$ cat config.mk
export PLATFORM = sky130hd
export DESIGN_NAME = mux_nto1_pipe
export DESIGN_NICKNAME = d
export VERILOG_FILES = /design/src/rtl/mux_nto1_pipe.sv
export SDC_FILE = /design/constraint.sdc
export NUM_CORES = 1
export LEC_CHECK = 0
export CORE_AREA = 4 4 129 131
export CTS_CLUSTER_SIZE = 25
export DETAILED_ROUTE_END_ITERATION = 8
export DIE_AREA = 0 0 133 135
export PLACE_DENSITY_LB_ADDON = 0.1
export SYNTH_ARGS = -nofsm -noshare
export SYNTH_HDL_FRONTEND = slang
export SYNTH_SLANG_ARGS = --single-unit
$ cat constraint.sdc
create_clock -name Clk -period 2.45 [get_ports Clk]
set_input_delay 0.735 -clock Clk [delete_from_list [all_inputs] [get_ports Clk]]
set_output_delay 0.735 -clock Clk [all_outputs]
set_load 0.005 [all_outputs]
$ cat src/rtl/mux_nto1_pipe.sv
// N-way word multiplexer with a registered output and a 2-entry skid buffer on a valid/ready handshake.
// Optional out-of-range beat counter enabled by defining MUX_NTO1_SEL_ERR_CNT_EN.
module mux_nto1_pipe #(
  parameter int WIDTH  = 32,
  parameter int NUM_IN = 4,
  parameter int SEL_W  = 2
) (
  input  logic                    Clk,
  input  logic                    Rst_n,
  input  logic [NUM_IN*WIDTH-1:0] in_bus,
  input  logic [SEL_W-1:0]        sel,
  input  logic                    in_valid,
  output logic                    in_ready,
  output logic [WIDTH-1:0]        out,
  output logic                    out_valid,
  input  logic                    out_ready,
  output logic                    sel_err,
  input  logic                    err_clr,
  output logic [15:0]             err_cnt
);

  typedef enum logic [1:0] {
    EMPTY = 2'd0,
    ONE   = 2'd1,
    TWO   = 2'd2
  } state_t;

  state_t             state_r;
  logic [WIDTH-1:0]   main_data_r;
  logic               main_err_r;
  logic [WIDTH-1:0]   skid_data_r;
  logic               skid_err_r;
  logic               out_valid_r;
  logic               in_ready_r;

  logic [WIDTH-1:0]   pick_data_s;
  logic               pick_err_s;
  logic               accept_s;

  // Select the addressed word; out-of-range indices yield zero and flag an error.
  always_comb begin
    pick_data_s = '0;
    for (int i = 0; i < NUM_IN; i++) begin
      pick_data_s = pick_data_s | (in_bus[i*WIDTH +: WIDTH] & {WIDTH{sel == SEL_W'(i)}});
    end
    pick_err_s = !({1'b0, sel} < (SEL_W+1)'(NUM_IN));
  end

  assign accept_s = in_valid && in_ready_r;

  // Skid-buffer state machine; in_ready is a flop so it never depends on out_ready combinationally.
  always_ff @(posedge Clk or negedge Rst_n) begin
    if (!Rst_n) begin
      state_r     <= EMPTY;
      main_data_r <= '0;
      main_err_r  <= 1'b0;
      skid_data_r <= '0;
      skid_err_r  <= 1'b0;
      out_valid_r <= 1'b0;
      in_ready_r  <= 1'b1;
    end else begin
      case (state_r)
        EMPTY: begin
          if (accept_s) begin
            main_data_r <= pick_data_s;
            main_err_r  <= pick_err_s;
            out_valid_r <= 1'b1;
            state_r     <= ONE;
          end
        end
        ONE: begin
          if (accept_s && out_ready) begin
            main_data_r <= pick_data_s;
            main_err_r  <= pick_err_s;
          end else if (accept_s) begin
            skid_data_r <= pick_data_s;
            skid_err_r  <= pick_err_s;
            in_ready_r  <= 1'b0;
            state_r     <= TWO;
          end else if (out_ready) begin
            out_valid_r <= 1'b0;
            state_r     <= EMPTY;
          end
        end
        TWO: begin
          if (out_ready) begin
            main_data_r <= skid_data_r;
            main_err_r  <= skid_err_r;
            in_ready_r  <= 1'b1;
            state_r     <= ONE;
          end
        end
        default: begin
          out_valid_r <= 1'b0;
          in_ready_r  <= 1'b1;
          state_r     <= EMPTY;
        end
      endcase
    end
  end

  assign out       = main_data_r;
  assign sel_err   = main_err_r;
  assign out_valid = out_valid_r;
  assign in_ready  = in_ready_r;

`ifdef MUX_NTO1_SEL_ERR_CNT_EN
  logic [15:0] err_cnt_r;

  // Saturating count of accepted out-of-range beats; clear wins over a coincident increment.
  always_ff @(posedge Clk or negedge Rst_n) begin
    if (!Rst_n) begin
      err_cnt_r <= 16'h0000;
    end else if (err_clr) begin
      err_cnt_r <= 16'h0000;
    end else if (accept_s && pick_err_s && (err_cnt_r != 16'hFFFF)) begin
      err_cnt_r <= err_cnt_r + 16'h0001;
    end
  end

  assign err_cnt = err_cnt_r;
`else
  logic unused_err_clr_s;
  assign unused_err_clr_s = err_clr;
  assign err_cnt          = 16'h0000;
`endif

endmodule
==> Implementation_results.wiki, run 1 <==
{| class="wikitable"
! Metric !! Value
|-
| Final clock period utilization by the worst path || 0.944
|-
| First-pass DRT Iterations || 4
|-
| Endpoint arrival time on the critical path || around 2.5 ns
|-
| Total Routing Usage GR || 0.168
|-
| Filler Cells Inserted || 1518
|-
| Clock network latency to the later pin of the worst-skew pair || approximately 0.33 ns
|-
| Number of cells on the critical path || 4
|-
| Largest net degree at the start of global routing || 58
|-
| RSZ-0062 raised after global routing || no
|-
| First-pass GRT wire length || between 20000 and 25000 um
|-
| Number of different library cells in the post-synthesis netlist || 30
|-
| Average wire per standard cell || approximately 18 um
|-
| Number of cell instances on the worst register-to-register path || 3
|-
| Post-CTS Resized || 0
|-
| Leakage power total || approximately 2.9 nW
|-
| Die boundary height || about 140 um
|-
| Relative area change from synthesis to final layout || 45.4%
|-
| Post-CTS Setup Inserts || 0
|-
| Fin. Hold Viols || 0
|-
| Number of antenna violations at the first check in global routing || 0
|-
| Total of buffers placed on input and output ports || between 150 and 200
|-
| Transition time of the tightest slew-check pin || roughly 0.82 ns
|-
| Number of max-cap violations || 0
|-
| TritonCTS clock tree || done
|-
| Critical Path Fanout Max || 32
|-
| Leading cell type in the layout, fill and taps excluded || clkdlybuf4s50_1
|-
| Buffers from clock root to sink, at most || 2
|-
| Number of ports placed on the die boundary || around 190
|-
| Die width || about 130 um
|-
| Post-CTS Hold Buffers || 0
|-
| Half-perimeter wire length after detailed placement || between 10000 and 15000 um
|-
| Count of non-filler cells in the finished layout || 816
|-
| Number of instances in the placed design || 800
|-
| Register-to-register setup slack || around 0.59 ns
|-
| Most used cells in the layout excluding fill and tap cells || clkdlybuf4s50_1 (164), mux2i_1 (96), dfrtp_1 (67)
|-
| Via count of the routed design || ~4200
|-
| Root buf cell || clkbuf_16
|-
| Area of the core || between 15000 and 20000 um^2
|-
| Fmax achieved || roughly 0.43 GHz
|-
| WS Path Type || input port to register
|-
| Worst setup path startpoint || out_ready
|-
| Ratio of cells with drive above 1 in the final layout || 0.123
|-
| Total Die Area || 18000 um^2
|-
| Diodes inserted || 0
|-
| Instance count of the mapped netlist || around 450
|-
| Routed WL || between 15000 and 20000 um
|-
| Overflow left after global routing || 0
|-
| R2R Path End || out[24]$_DFFE_PN0P_
|-
| Antenna Violating Nets Remaining || 0
|-
| Shortest period the worst path allows || approximately 2.3 ns
|-
| Run status || completed
|-
| RePlAce Congestion || ~0.77
|-
| Hold crit path type || input port to async pin
|-
| Avg Vias per Cell || 5.14
|-
| Clk sink count || 68
|-
| CTS Buf Count || 9
|-
| Relative slew slack || 0.450
|-
| Cell-by-cell trace of the critical path || clkdlybuf4s50_1 > nand2b_2 > a31o_2 > a41oi_1
|-
| Initial core utilization || 0.301
|-
| Final count of pins violating max slew || 0
|-
| Syn. warnings || 0
|-
| Required time at the endpoint of the critical path || 2.59 ns
|-
| Worst-case clock skew || ~0.0044 ns
|-
| Avg Synthesized Cell Area || between 10 and 15 um^2
|-
| Drc violations || 0
|-
| Share of synthesized area occupied by flip-flops and latches || 0.363
|-
| Post-layout net count || 730
|-
| Endpoint of the worst setup timing path || out[24]$_DFFE_PN0P_
|-
| Cell area after synthesis || about 4700 um^2
|-
| Initial DRC Count || 186
|-
| Util after Layout || 0.437
|-
| Number of global-route vias before repair || 4546
|-
| Setup crit end kind || register
|-
| Worst-path clk slew || ~0.05 ns
|-
| Number of storage elements in the synthesis netlist || 68
|-
| Worst-case vdd ir drop || 0.298 mV
|-
| Delay of the slowest cell on the worst path || just over 0.7 ns
|-
| Pwr per Cell Area || 621 nW/um^2
|-
| CP top delay family || compound AO/OA/AOI/OAI gates
|-
| Slowest cell on crit path || a31o_2
|-
| Number of failing setup endpoints in the final timing report || 0
|-
| Placement Rows || 46
|-
| Worst reg2reg path startpoint || in_ready$_DFFE_PN1P_
|-
| Sum of buffers and inverters on the critical path || 1
|-
| Type of element launching the critical path || input port
|-
| Depth of the CTS H-tree || 3
|}
[routing by layer]
| layer | up-vias | routed length, um | global-route usage | part of all wire |
|---|---|---|---|---|
| met5 | - | 0 | 0 | 0 |
| met4 | 0 | 237 | 0.0525 | 0.016 |
| met3 | 16 | 847 | 0.0492 | 0.056 |
| met2 | 115 | 7580 | 0.292 | 0.50 |
| met1 | 2090 | 6430 | 0.199 | 0.43 |
| li1 | 1973 | - | - | - |
[through the flow]
step | total power (W) | TNS, ns | hold slack (ns) | instance area, um^2 | setup slack, ns
2_1_floorplan | 0.00208 | 0 | 0.439 | 4750 | 0.507
3_3_place_gp | 0.00291 | -5.87 | 0.473 | 6530 | -0.194
3_5_place_dp | 0.00295 | -6.12 | 0.481 | 6530 | -0.265
4_1_cts | 0.00430 | 0 | 0.330 | 6820 | 0.0797
5_1_grt | 0.00449 | 0 | 0.342 | 6820 | 0.0250
6_report | 0.00423 | 0 | 0.323 | 6820 | 0.138
[registers in the layout, summed over array words and instances, names as in the netlist]
name         flops
out_valid        1
in_ready         1
out             32
skid_data_r     32
state_r          2
[synthesized netlist by cell type (all sizes together)]
| cell type | instances | area, um^2 |
|---|---|---|
| a21o | 1 | 7.51 |
| a21oi | 2 | 10.0 |
| a311oi | 32 | 280 |
| a31o | 1 | 8.76 |
| a41oi | 32 | 280 |
| and2 | 1 | 6.26 |
| and3b | 2 | 17.5 |
| buf | 42 | 299 |
| clkbuf | 25 | 93.8 |
| clkinv | 1 | 3.75 |
| conb | 1 | 3.75 |
| dfrtp | 67 | 1680 |
| dfstp | 1 | 26.3 |
| inv | 2 | 7.51 |
| mux2 | 33 | 372 |
| mux2i | 96 | 961 |
| nand2 | 33 | 124 |
| nand2b | 2 | 12.5 |
| nand3b | 32 | 240 |
| nor2 | 1 | 3.75 |
| nor2b | 1 | 13.8 |
| nor3 | 2 | 21.3 |
| o211ai | 1 | 7.51 |
| o21ai | 2 | 10.0 |
| o22ai | 1 | 6.26 |
| or3 | 32 | 200 |
[logic make-up (layout without fill, tap and decap cells)]
kind of cell | count (synthesis) | after routing | share of synthesized area
and+or+nand+nor | 106 | 106 | 0.136
AOI/OAI and AO/OA | 72 | 72 | 0.130
other | 1 | 17 | 0.000799
muxes | 129 | 129 | 0.284
buffers and inverters | 70 | 208 | 0.0861
DFF | 68 | 68 | 0.363
[power breakdown]
part           switching [W]  internal [W]
combinational       0.000478      0.000893
sequential          0.000153       0.00139
clock               0.000478      0.000846
[how the worst min path moves through the flow]
stage / to / slack (ns) / cells after the start
after floorplan: out[0]$_DFFE_PN0P_ / 0.44 / 0
after global placement: skid_data_r[31]$_DFFE_PN0P_ / 0.47 / 1
after detailed placement: skid_data_r[31]$_DFFE_PN0P_ / 0.48 / 1
after CTS: skid_data_r[23]$_DFFE_PN0P_ / 0.33 / 1
after global routing: skid_data_r[23]$_DFFE_PN0P_ / 0.34 / 1
final: skid_data_r[23]$_DFFE_PN0P_ / 0.32 / 1
[layout make-up]
cell class	count	area, um^2	share of cell area
multi-input combinational	324	2650	0.388
timing repair buffer	189	1890	0.277
tap	216	270	0.0396
sequential	68	1700	0.250
clock buffer	15	268	0.0392
clock inverter	1	30.0	0.00440
inverter	3	11.3	0.00165
(Power assumes the default switching activity.)
==> run 2: changes to the inputs <==
--- a/config.mk
+++ b/config.mk
@@ -10,6 +10,7 @@
 export DETAILED_ROUTE_END_ITERATION = 8
 export DIE_AREA = 0 0 133 135
 export PLACE_DENSITY_LB_ADDON = 0.1
+export SETUP_SLACK_MARGIN = 0.02
 export SYNTH_ARGS = -nofsm -noshare
 export SYNTH_HDL_FRONTEND = slang
 export SYNTH_SLANG_ARGS = --single-unit
==> results of run 2 <==
The final DEF is identical to that of run 1; final timing and power are the same.
==> run 3: changes to the inputs <==
--- a/config.mk
+++ b/config.mk
@@ -5,10 +5,10 @@
 export SDC_FILE = /design/constraint.sdc
 export NUM_CORES = 1
 export LEC_CHECK = 0
-export CORE_AREA = 4 4 129 131
+export CORE_AREA = 4 4 93 182
 export CTS_CLUSTER_SIZE = 25
 export DETAILED_ROUTE_END_ITERATION = 8
-export DIE_AREA = 0 0 133 135
+export DIE_AREA = 0 0 97 186
 export PLACE_DENSITY_LB_ADDON = 0.1
 export SETUP_SLACK_MARGIN = 0.02
 export SYNTH_ARGS = -nofsm -noshare
==> run 3 against run 2 <==
Against the previous run:
- clock skew shrank 0.00053 ns
- sequential power about the same
- die area rose by 0.48%
- sequential share of layout area is 0.092 points higher
- setup slack improved by 0.035 ns
- routed wire length increased by 0.67%
- sequential cell count unchanged
- power is 1.3% lower
- clock power shrank 4%
- design area down 0.37%
- critical path type unchanged
- highest routed layer unchanged
==> Implementation_results.wiki, run 3 (synthesis results as in run 1) <==
{| class="wikitable"
! Metric !! Value
|-
| Fin. Hold Viols || 0
|-
| Most used cells in the layout excluding fill and tap cells || clkdlybuf4s50_1 (164), mux2i_1 (96), dfrtp_1 (67)
|-
| Hold crit path type || input port to async pin
|-
| Number of global-route vias before repair || roughly 4600
|-
| Largest net degree at the start of global routing || 43
|-
| Fmax achieved || 0.439 GHz
|-
| Final worst hold slack || between 0.3 and 0.4 ns
|-
| Register-to-register setup slack || 0.55 ns
|-
| Worst-case vdd ir drop || approximately 0.33 mV
|-
| TritonCTS clock tree || done
|-
| Initial core utilization || 0.304
|-
| Area of the core || 15500 um^2
|-
| Count of non-filler cells in the finished layout || 791
|-
| CTS Buf Count || 9
|-
| Placement Rows || 64
|-
| Total power || 0.00418 W
|-
| Total Neg Setup Slack || 0 ns
|-
| Via count of the routed design || about 4200
|-
| Pwr per Cell Area || slightly above 600 nW/um^2
|-
| Leading cell type in the layout, fill and taps excluded || clkdlybuf4s50_1
|-
| Drc violations || 0
|-
| Run status || completed
|-
| Filler Cells Inserted || 1464
|-
| Die boundary height || between 150 and 200 um
|-
| Final clock period utilization by the worst path || 0.930
|-
| Antenna Violating Nets Remaining || 0
|-
| Depth of the CTS H-tree || 3
|-
| Critical Path Fanout Max || 32
|-
| Transition time of the tightest slew-check pin || 0.857 ns
|-
| Post-layout net count || slightly above 700
|-
| Worst setup path startpoint || in_valid
|-
| Post-CTS Setup Inserts || 0
|-
| Overflow left after global routing || 0
|-
| Number of antenna violations at the first check in global routing || 0
|-
| Shortest period the worst path allows || ~2.3 ns
|-
| RePlAce Congestion || 0.746
|-
| Delay of the slowest cell on the worst path || slightly above 0.7 ns
|-
| Die width || 97 um
|-
| R2R Path End || out[26]$_DFFE_PN0P_
|-
| Worst-path clk slew || 0.06 ns
|-
| Buffers from clock root to sink, at most || 2
|-
| Total Die Area || approximately 18000 um^2
|-
| Endpoint arrival time on the critical path || between 2 and 2.5 ns
|-
| Average wire per standard cell || around 19 um
|-
| Post-Place Setup Slack || -0.169 ns
|-
| Post-CTS Hold Buffers || 0
|-
| WS Path Type || input port to register
|-
| Number of ports placed on the die boundary || ~190
|-
| Total Routing Usage GR || 0.165
|-
| Worst reg2reg path startpoint || in_ready$_DFFE_PN1P_
|-
| Worst path setup slack after routing || about 0.17 ns
|-
| Relative area change from synthesis to final layout || 44.8%
|-
| Final count of pins violating max slew || 0
|-
| Ratio of cells with drive above 1 in the final layout || 0.120
|-
| Number of cell instances on the worst register-to-register path || 3
|-
| Cell-by-cell trace of the critical path || clkdlybuf4s50_1 > and2_2 > a31o_2 > a41oi_1
|-
| Number of failing setup endpoints in the final timing report || 0
|-
| Avg Vias per Cell || ~5.3
|-
| Post-CTS Resized || 0
|-
| Diodes inserted || 0
|-
| Endpoint of the worst setup timing path || out[26]$_DFFE_PN0P_
|-
| Root buf cell || clkbuf_16
|-
| Type of element launching the critical path || input port
|-
| Half-perimeter wire length after detailed placement || ~11000 um
|-
| Slowest cell on crit path || a31o_2
|-
| RSZ-0062 raised after global routing || no
|-
| Worst-case clock skew || 0.00388 ns
|-
| Routed WL || about 15000 um
|-
| First-pass GRT wire length || 24000 um
|-
| Number of instances in the placed design || between 700 and 800
|-
| Total of buffers placed on input and output ports || 167
|-
| Clk sink count || 68
|-
| Number of max-cap violations || 0
|-
| Required time at the endpoint of the critical path || between 2 and 3 ns
|-
| Initial DRC Count || 134
|-
| Setup crit end kind || register
|-
| Relative slew slack || 0.428
|-
| Clock network latency to the later pin of the worst-skew pair || 0.32 ns
|-
| Leakage power total || around 2.9 nW
|-
| First-pass DRT Iterations || 6
|}
## run 3: worst min-delay path by stage
stage	slack, ns	endpoint	from
2_1_floorplan	0.44	out[0]$_DFFE_PN0P_	Rst_n
3_3_place_gp	0.47	skid_data_r[31]$_DFFE_PN0P_	skid_data_r[31]$_DFFE_PN0P_
3_5_place_dp	0.49	skid_data_r[31]$_DFFE_PN0P_	skid_data_r[31]$_DFFE_PN0P_
4_1_cts	0.35	skid_data_r[16]$_DFFE_PN0P_	Rst_n
5_1_grt	0.36	skid_data_r[16]$_DFFE_PN0P_	Rst_n
6_report	0.34	skid_data_r[16]$_DFFE_PN0P_	Rst_n
## run 3: through the flow
step,utilization,cell area (um^2)
3_5_place_dp,0.421,6510
4_1_cts,0.440,6800
3_3_place_gp,0.421,6510
2_1_floorplan,-,4750
5_1_grt,0.440,6800
6_report,0.440,6800
## run 3: worst max-delay path: cells and delay by family
kind	cells	cell delay (ns)
AOI/OAI and AO/OA	2	0.97
buffers and inverters	1	0.52
and+or+nand+nor	1	0.18
## run 3: report_power, final
group	switching (W)	internal [W]
clock	0.000459	0.000810
combinational	0.000475	0.000892
sequential	0.000157	0.00139
total	0.00109	0.00309
## run 3: final cells by class
class | count | area [um^2] | area share
clock inverters | 2 | 35.0 | 0.00515
multi-input cells | 324 | 2650 | 0.390
clock buffers | 13 | 250 | 0.0368
flip-flops and latches | 68 | 1700 | 0.251
repair buffers | 183 | 1900 | 0.279
inverters | 3 | 11.3 | 0.00166
well taps | 198 | 248 | 0.0364
## run 3: layer usage
layer / track usage / vias to the layer above / share of wire
li1: - / 1954 / -
met1: 0.178 / 2029 / 0.38
met2: 0.318 / 164 / 0.55
met3: 0.0353 / 16 / 0.056
met4: 0.0534 / 0 / 0.016
met5: 0 / - / 0
